===== src/rtl/gci_std_kmc_ps2_keyevent_ctrl.sv =====
// rtl/gci_std_kmc_ps2_keyevent_ctrl.sv - PS/2 set-2 prefix parser feeding a FWFT key-event FIFO
module gci_std_kmc_ps2_keyevent_ctrl #(
    parameter int P_FIFO_DEPTH_N = 4,
    parameter int P_TIMEOUT      = 1000000
) (
    input  logic                      iCLOCK,
    input  logic                      inRESET,
    input  logic                      iRESET_SYNC,
    input  logic                      iPS2MOD_REQ,
    input  logic [7:0]                iPS2MOD_DATA,
    input  logic                      iEVENT_RD_REQ,
    output logic                      oEVENT_VALID,
    output logic [9:0]                oEVENT_DATA,
    output logic [P_FIFO_DEPTH_N:0]   oEVENT_COUNT,
    output logic                      oOVERFLOW,
    output logic                      oERROR
);
    localparam int TW = $clog2(P_TIMEOUT);
    localparam logic [TW-1:0] TMO_LAST = TW'(P_TIMEOUT - 1);
    localparam logic [P_FIFO_DEPTH_N:0] DEPTH_C = {1'b1, {P_FIFO_DEPTH_N{1'b0}}};

    typedef enum logic [2:0] {IDLE, EXT, BRK, EXT_BRK, PAUSE} state_t;

    state_t                    state_q, state_d;
    logic [2:0]                skip_q, skip_d;
    logic [TW-1:0]             tmo_q, tmo_d;
    logic                      err_q, ovf_q;
    logic [P_FIFO_DEPTH_N-1:0] wptr_q, rptr_q;
    logic [P_FIFO_DEPTH_N:0]   count_q;
    logic [9:0]                mem_q [2**P_FIFO_DEPTH_N];

    logic       push, err_set, bad_byte;
    logic [9:0] evt;
    logic       pop, full, do_wr, ovf_set;

    assign bad_byte = (iPS2MOD_DATA == 8'h00) || (iPS2MOD_DATA == 8'hFF);

    always_comb begin
        state_d = state_q;
        skip_d  = skip_q;
        tmo_d   = tmo_q;
        push    = 1'b0;
        evt     = '0;
        err_set = 1'b0;
        if (iPS2MOD_REQ) begin
            tmo_d = '0;
            case (state_q)
                IDLE: begin
                    if (iPS2MOD_DATA == 8'hE0) state_d = EXT;
                    else if (iPS2MOD_DATA == 8'hF0) state_d = BRK;
                    else if (iPS2MOD_DATA == 8'hE1) begin
                        state_d = PAUSE;
                        skip_d  = 3'd7;
                    end else if (bad_byte) err_set = 1'b1;
                    else begin
                        push = 1'b1;
                        evt  = {2'b00, iPS2MOD_DATA};
                    end
                end
                EXT: begin
                    if (iPS2MOD_DATA == 8'hF0) state_d = EXT_BRK;
                    else if (iPS2MOD_DATA == 8'hE0) state_d = EXT;
                    else begin
                        state_d = IDLE;
                        err_set = bad_byte;
                        push    = !bad_byte;
                        evt     = {2'b01, iPS2MOD_DATA};
                    end
                end
                BRK, EXT_BRK: begin
                    state_d = IDLE;
                    err_set = bad_byte;
                    push    = !bad_byte;
                    evt     = {1'b1, state_q == EXT_BRK, iPS2MOD_DATA};
                end
                PAUSE: begin
                    // Pause bytes carry no key information; only their count matters.
                    skip_d = skip_q - 3'd1;
                    if (skip_q == 3'd1) begin
                        state_d = IDLE;
                        push    = 1'b1;
                        evt     = 10'h1E1;
                    end
                end
                default: state_d = IDLE;
            endcase
        end else if (state_q == IDLE) begin
            tmo_d = '0;
        end else if (tmo_q == TMO_LAST) begin
            state_d = IDLE;
            tmo_d   = '0;
            err_set = 1'b1;
        end else begin
            tmo_d = tmo_q + 1'b1;
        end
    end

    assign full    = (count_q == DEPTH_C);
    assign pop     = iEVENT_RD_REQ && (count_q != '0);
    assign do_wr   = push && (!full || pop);
    assign ovf_set = push && full && !pop;

    always_ff @(posedge iCLOCK or negedge inRESET) begin
        if (!inRESET) begin
            state_q <= IDLE;
            skip_q  <= '0;
            tmo_q   <= '0;
            err_q   <= 1'b0;
            ovf_q   <= 1'b0;
            wptr_q  <= '0;
            rptr_q  <= '0;
            count_q <= '0;
        end else if (iRESET_SYNC) begin
            state_q <= IDLE;
            skip_q  <= '0;
            tmo_q   <= '0;
            err_q   <= 1'b0;
            ovf_q   <= 1'b0;
            wptr_q  <= '0;
            rptr_q  <= '0;
            count_q <= '0;
        end else begin
            state_q <= state_d;
            skip_q  <= skip_d;
            tmo_q   <= tmo_d;
            err_q   <= err_q | err_set;
            ovf_q   <= ovf_q | ovf_set;
            if (do_wr) wptr_q <= wptr_q + 1'b1;
            if (pop)   rptr_q <= rptr_q + 1'b1;
            if (do_wr && !pop)      count_q <= count_q + 1'b1;
            else if (pop && !do_wr) count_q <= count_q - 1'b1;
        end
    end

    always_ff @(posedge iCLOCK) begin
        if (do_wr && !iRESET_SYNC) mem_q[wptr_q] <= evt;
    end

    assign oEVENT_VALID = (count_q != '0);
    assign oEVENT_DATA  = oEVENT_VALID ? mem_q[rptr_q] : '0;
    assign oEVENT_COUNT = count_q;
    assign oOVERFLOW    = ovf_q;
    assign oERROR       = err_q;
endmodule


===== config.mk =====
export PLATFORM = sky130hd
export DESIGN_NAME = gci_std_kmc_ps2_keyevent_ctrl
export DESIGN_NICKNAME = d
export VERILOG_FILES = /design/src/rtl/gci_std_kmc_ps2_keyevent_ctrl.sv
export SDC_FILE = /design/constraint.sdc
export NUM_CORES = 1
export LEC_CHECK = 0
export ABC_CLOCK_PERIOD_IN_PS = 6800
export CORE_UTILIZATION = 41
export DETAILED_ROUTE_END_ITERATION = 10
export DONT_BUFFER_PORTS = 1
export MAX_ROUTING_LAYER = met4
export PLACE_DENSITY = 0.54
export SLEW_MARGIN = 30
export SYNTH_ARGS = -nofsm -noshare
export SYNTH_HDL_FRONTEND = slang
export SYNTH_SLANG_ARGS = --single-unit

===== constraint.sdc =====
create_clock -name iCLOCK -period 6.8 [get_ports iCLOCK]
set_clock_uncertainty 0.05 [all_clocks]
set_input_delay 0.34 -clock iCLOCK [delete_from_list [all_inputs] [get_ports iCLOCK]]
set_output_delay 0.34 -clock iCLOCK [all_outputs]
set_load 0.01 [all_outputs]

==> summary by stage <==
Run status
The run finished with clean final reports.

Logic synthesis
The post-synthesis area per instance is 16.2 um^2. The count of synthesis-stage warnings from yosys is 0. The predominant post-synthesis flop cell is sky130_fd_sc_hd__edfxtp_1.

The net count after synthesis is 566. The sequential-to-total area share from yosys stat is 0.668. Summing every instance area after synthesis gives 8730 um^2. The gate count after technology mapping is 540. Of all flip-flops after synthesis, the portion carrying an async set or reset was 0.204. In this run, synthesis inferred 160 flip-flops with an integrated enable. The number of register bits inferred by synthesis is 201. Yosys mapped the design onto 51 distinct sky130hd cell types.

STA
The setup TNS after final layout is 0 ps. Across all setup checks in the final design, the least slack found is 2760 ps. For the pin with the worst max-slew slack, the measured transition is 879 ps.

Setup repair after global routing left no endpoint under its margin. For the finished layout, the period the worst path requires is 4040 ps. The final count of pins violating max slew is 0. Timing would allow up to 0.248 GHz. The worst-case headroom to the max-slew limit is 0.413.

The final-report hold violation count is 0. The minimum hold slack is 21.3 ps. The setup-violating endpoint count in the final report is 0. Of the available clock period, the critical path in the final layout requires 0.594.

Setup path
STA classifies the critical path endpoint as a flip-flop. The element type at the critical path start is a flip-flop. The largest single stage delay on the critical path is 610 ps. In this run the critical register-to-register path is captured at oEVENT_COUNT[4]$_DFFE_PN0P_.

The worst setup path is of the reg -> reg kind. The critical path ends at oEVENT_COUNT[4]$_DFFE_PN0P_. The first element of the critical path is oEVENT_COUNT[0]$_DFFE_PN0P_. The number of cells on the worst reg-to-reg path is 11. The most common cell type on the critical path is sky130_fd_sc_hd__a21o_1. The reg-to-reg startpoint is oEVENT_COUNT[0]$_DFFE_PN0P_. The arrival time at the worst endpoint is 4330 ps. Traced cell by cell, the critical path runs through or4_1, nor2_2, nor2_1, a2111oi_4, inv_2, fa_1, a21o_1, a21o_1, nor3b_1, mux2i_1, a31oi_1.

The cell type of the slowest stage on the worst timing path is sky130_fd_sc_hd__or4_1. The minimum setup slack among reg-to-reg paths is 2760 ps. The required time at the worst-slack endpoint is 7090 ps.

In this run the worst path has a maximum fanout of 12.

Finish
Once layout is done, the placed cells without fillers occupy 9760 um^2. The fraction of layout instances using a drive strength above 1 is 0.179. 0 antenna diodes ended up in the layout. In the final design database the tool counted 580 nets. The area growth from synthesis to layout is 11.8%. The final design utilization is 0.466. The count of cells in the finished layout, fillers not included, comes to 838.

Global route
The number of antenna violations at the first check in global routing is 0. The total global routing overflow is 0. Across every metal layer, demand over resource in global routing totals 0.188.

The first-pass GRT wire length is 29500 um. The via count of the first global-routing pass came to 5113. Entering global routing, the biggest net connects 44 pins.

Floorplan
The die outline area is 21900 um^2. The initial core utilization is 0.416. The core region is 21000 um^2. The y dimension of the die is 148 um. For this design the top-level I/O count stands at 31. The die width is 148 um. The count of standard-cell rows is 53.

Clock network
TritonCTS built the clock tree. Clock tree synthesis selected as its root buffer the cell sky130_fd_sc_hd__clkbuf_16. For this design, the sink count on the clock tree is 201. In this run the deepest clock path goes through 3 buffers. The post-CTS clock slew at the launch and capture registers of the worst setup and hold paths is 60 ps.

The clock latency on the worst-skew pair is 500 ps. Buffers inserted during clock tree synthesis total 21. In this run the number of H-tree levels came out at 1.

Pwr
The share of total power dissipated in the clock network is 0.351. The total leakage power is 3.33 nW. Of the total power, the share spent switching nets is 0.262.

Cell internal power was estimated by the tool at 2.35 mW. The sequential share of power is 0.441. The worst voltage drop across the vdd grid is 193 uV. Summed over all nets, the switching power comes to 0.835 mW. The combinational cell fraction of total power is 0.207. The overall power after layout is 3.18 mW. Power spread over the standard cell area amounts to 326 nW/um^2.

Placement
The setup slack after placement is 2730 ps. The total of buffers placed on input and output ports is 0. The half-perimeter wire length after placement is 11500 um. Summing all placed instances gives a cell area of 9050 um^2. The cell count after placement is 802. Routability-driven placement finished with a final weighted congestion of 0.913.

Job
Across the run, the number of max-cap violations was 0.

Detailed routing
The first detailed-routing pass took 4 iterations. Summing over every cut layer, the via total after detailed routing is 4768. The residual antenna-violating net count after detailed routing is 0. The first routing iteration left 338 violations. The count of unresolved DRC violations after routing is 0. The total detailed-routing wirelength is 18800 um. In the final routed layout, each cell accounts on average for 22.5 um.

Dividing the detail-routed via count by the number of cells gives 5.69.

Hold path
The worst hold path class is in -> reg.
what timing repair did:
item                                   4_1_cts  5_1_grt
buffers inserted                             0        0
endpoints found under the hold margin       60        0
hold buffers                                 4        0
gates resized for setup                      0        0
state kept, by name (all words and copies together) (netlist names):
| signal | flops |
|---|---|
| rptr_q | 4 |
| oERROR | 1 |
| skip_q | 3 |
| wptr_q | 4 |
| oEVENT_COUNT | 5 |
| state_q | 3 |
| tmo_q | 20 |
| oOVERFLOW | 1 |
| mem_q | 160 |
cell type report:
cell class / instances / area (um^2)
inverters: 13 / 48.8
flip-flops and latches: 201 / 5830
multi-input cells: 304 / 2760
fillers: 1853 / 11200
well taps: 275 / 344
repair buffers: 13 / 118
clock inverters: 7 / 111
clock buffers: 25 / 541
Yosys cell counts, types with 2 or more instances:
| cell type | count | area, um^2 |
|---|---|---|
| sky130_fd_sc_hd__a211o_1 | 3 | 26.3 |
| sky130_fd_sc_hd__a21o_1 | 4 | 30.0 |
| sky130_fd_sc_hd__a21oi_1 | 18 | 90.1 |
| sky130_fd_sc_hd__a311o_1 | 2 | 20.0 |
| sky130_fd_sc_hd__a31oi_1 | 3 | 18.8 |
| sky130_fd_sc_hd__and2_1 | 12 | 75.1 |
| sky130_fd_sc_hd__and3_1 | 11 | 68.8 |
| sky130_fd_sc_hd__and4_1 | 6 | 52.6 |
| sky130_fd_sc_hd__buf_1 | 2 | 7.51 |
| sky130_fd_sc_hd__buf_2 | 3 | 15.0 |
| sky130_fd_sc_hd__clkbuf_1 | 15 | 56.3 |
| sky130_fd_sc_hd__dfrtp_1 | 41 | 1030 |
| sky130_fd_sc_hd__edfxtp_1 | 160 | 4800 |
| sky130_fd_sc_hd__ha_1 | 12 | 150 |
| sky130_fd_sc_hd__inv_1 | 12 | 45.0 |
| sky130_fd_sc_hd__mux2i_1 | 3 | 30.0 |
| sky130_fd_sc_hd__mux4_2 | 50 | 1130 |
| sky130_fd_sc_hd__nand2_1 | 28 | 105 |
| sky130_fd_sc_hd__nand3_1 | 20 | 100 |
| sky130_fd_sc_hd__nand3b_1 | 2 | 15.0 |
| sky130_fd_sc_hd__nand4_1 | 6 | 37.5 |
| sky130_fd_sc_hd__nor2_1 | 38 | 143 |
| sky130_fd_sc_hd__nor2b_1 | 12 | 75.1 |
| sky130_fd_sc_hd__nor3_1 | 7 | 35.0 |
| sky130_fd_sc_hd__nor3_2 | 2 | 20.0 |
| sky130_fd_sc_hd__nor3b_1 | 3 | 22.5 |
| sky130_fd_sc_hd__nor4_1 | 6 | 37.5 |
| sky130_fd_sc_hd__o21ai_0 | 13 | 65.1 |
| sky130_fd_sc_hd__or3_1 | 3 | 18.8 |
| sky130_fd_sc_hd__xnor2_1 | 7 | 61.3 |
| sky130_fd_sc_hd__xor2_1 | 16 | 140 |
power by group through the flow:
stage | sequential (mW) | combinational, mW | clock (mW)
floorplan | 1.41 | 0.534 | 0
global placement | 1.43 | 0.647 | 0
detailed placement | 1.43 | 0.665 | 0
CTS | 1.41 | 0.679 | 1.15
global route | 1.41 | 0.727 | 1.19
finish | 1.41 | 0.660 | 1.12
layer usage:
layer  global-route usage  share of wire
met4               0.0474          0.023
met2                0.307           0.49
met3               0.0253          0.042
met1                0.249           0.44
met5                    -              0
critical path, delay by kind of cell (launching register included):
kind	cells	cell delay (ps)
compound gates	4	1040
fa+ha+maj	1	430
buf+inv	1	160
flops	1	490
mux	1	160
simple gates	4	1540
how the worst min path moves through the flow:
stage                            from                           to  slack [ps]  cells past startpoint
after CTS                 iPS2MOD_REQ        skip_q[2]$_DFFE_PN0P_        0.03                      3
final                     iPS2MOD_REQ        skip_q[2]$_DFFE_PN0P_          20                      3
after global routing      iRESET_SYNC       state_q[1]$_DFFE_PN0P_          20                      2
after floorplan               inRESET             oERROR$_DFF_PN0_          -6                      0
after detailed placement      inRESET        skip_q[0]$_DFFE_PN0P_          -4                      0
after global placement        inRESET  oEVENT_COUNT[0]$_DFFE_PN0P_          -4                      0
placed cells by master, fill, tap and decap left out, types with 13 or more instances in the layout:
| cell type | instances |
|---|---|
| sky130_fd_sc_hd__edfxtp_1 | 160 |
| sky130_fd_sc_hd__mux4_2 | 50 |
| sky130_fd_sc_hd__dfrtp_1 | 38 |
| sky130_fd_sc_hd__nor2_1 | 37 |
| sky130_fd_sc_hd__nand2_1 | 28 |
| sky130_fd_sc_hd__clkbuf_16 | 21 |
| sky130_fd_sc_hd__nand3_1 | 20 |
| sky130_fd_sc_hd__xor2_1 | 16 |
| sky130_fd_sc_hd__a21oi_1 | 15 |
| sky130_fd_sc_hd__o21ai_0 | 13 |
cell families (layout without fill, tap and decap cells):
kind of cell,Yosys count,after routing,synth area share
flip-flops,201,201,0.668
AND/OR/NAND/NOR,162,162,0.0982
multiplexers,55,55,0.135
AO/OA/AOI/OAI,51,51,0.0393
buffers and inverters,35,58,0.0168
XOR/XNOR,23,23,0.0231
adder cells (fa/ha/maj),13,13,0.0195
(Power assumes the default switching activity.)
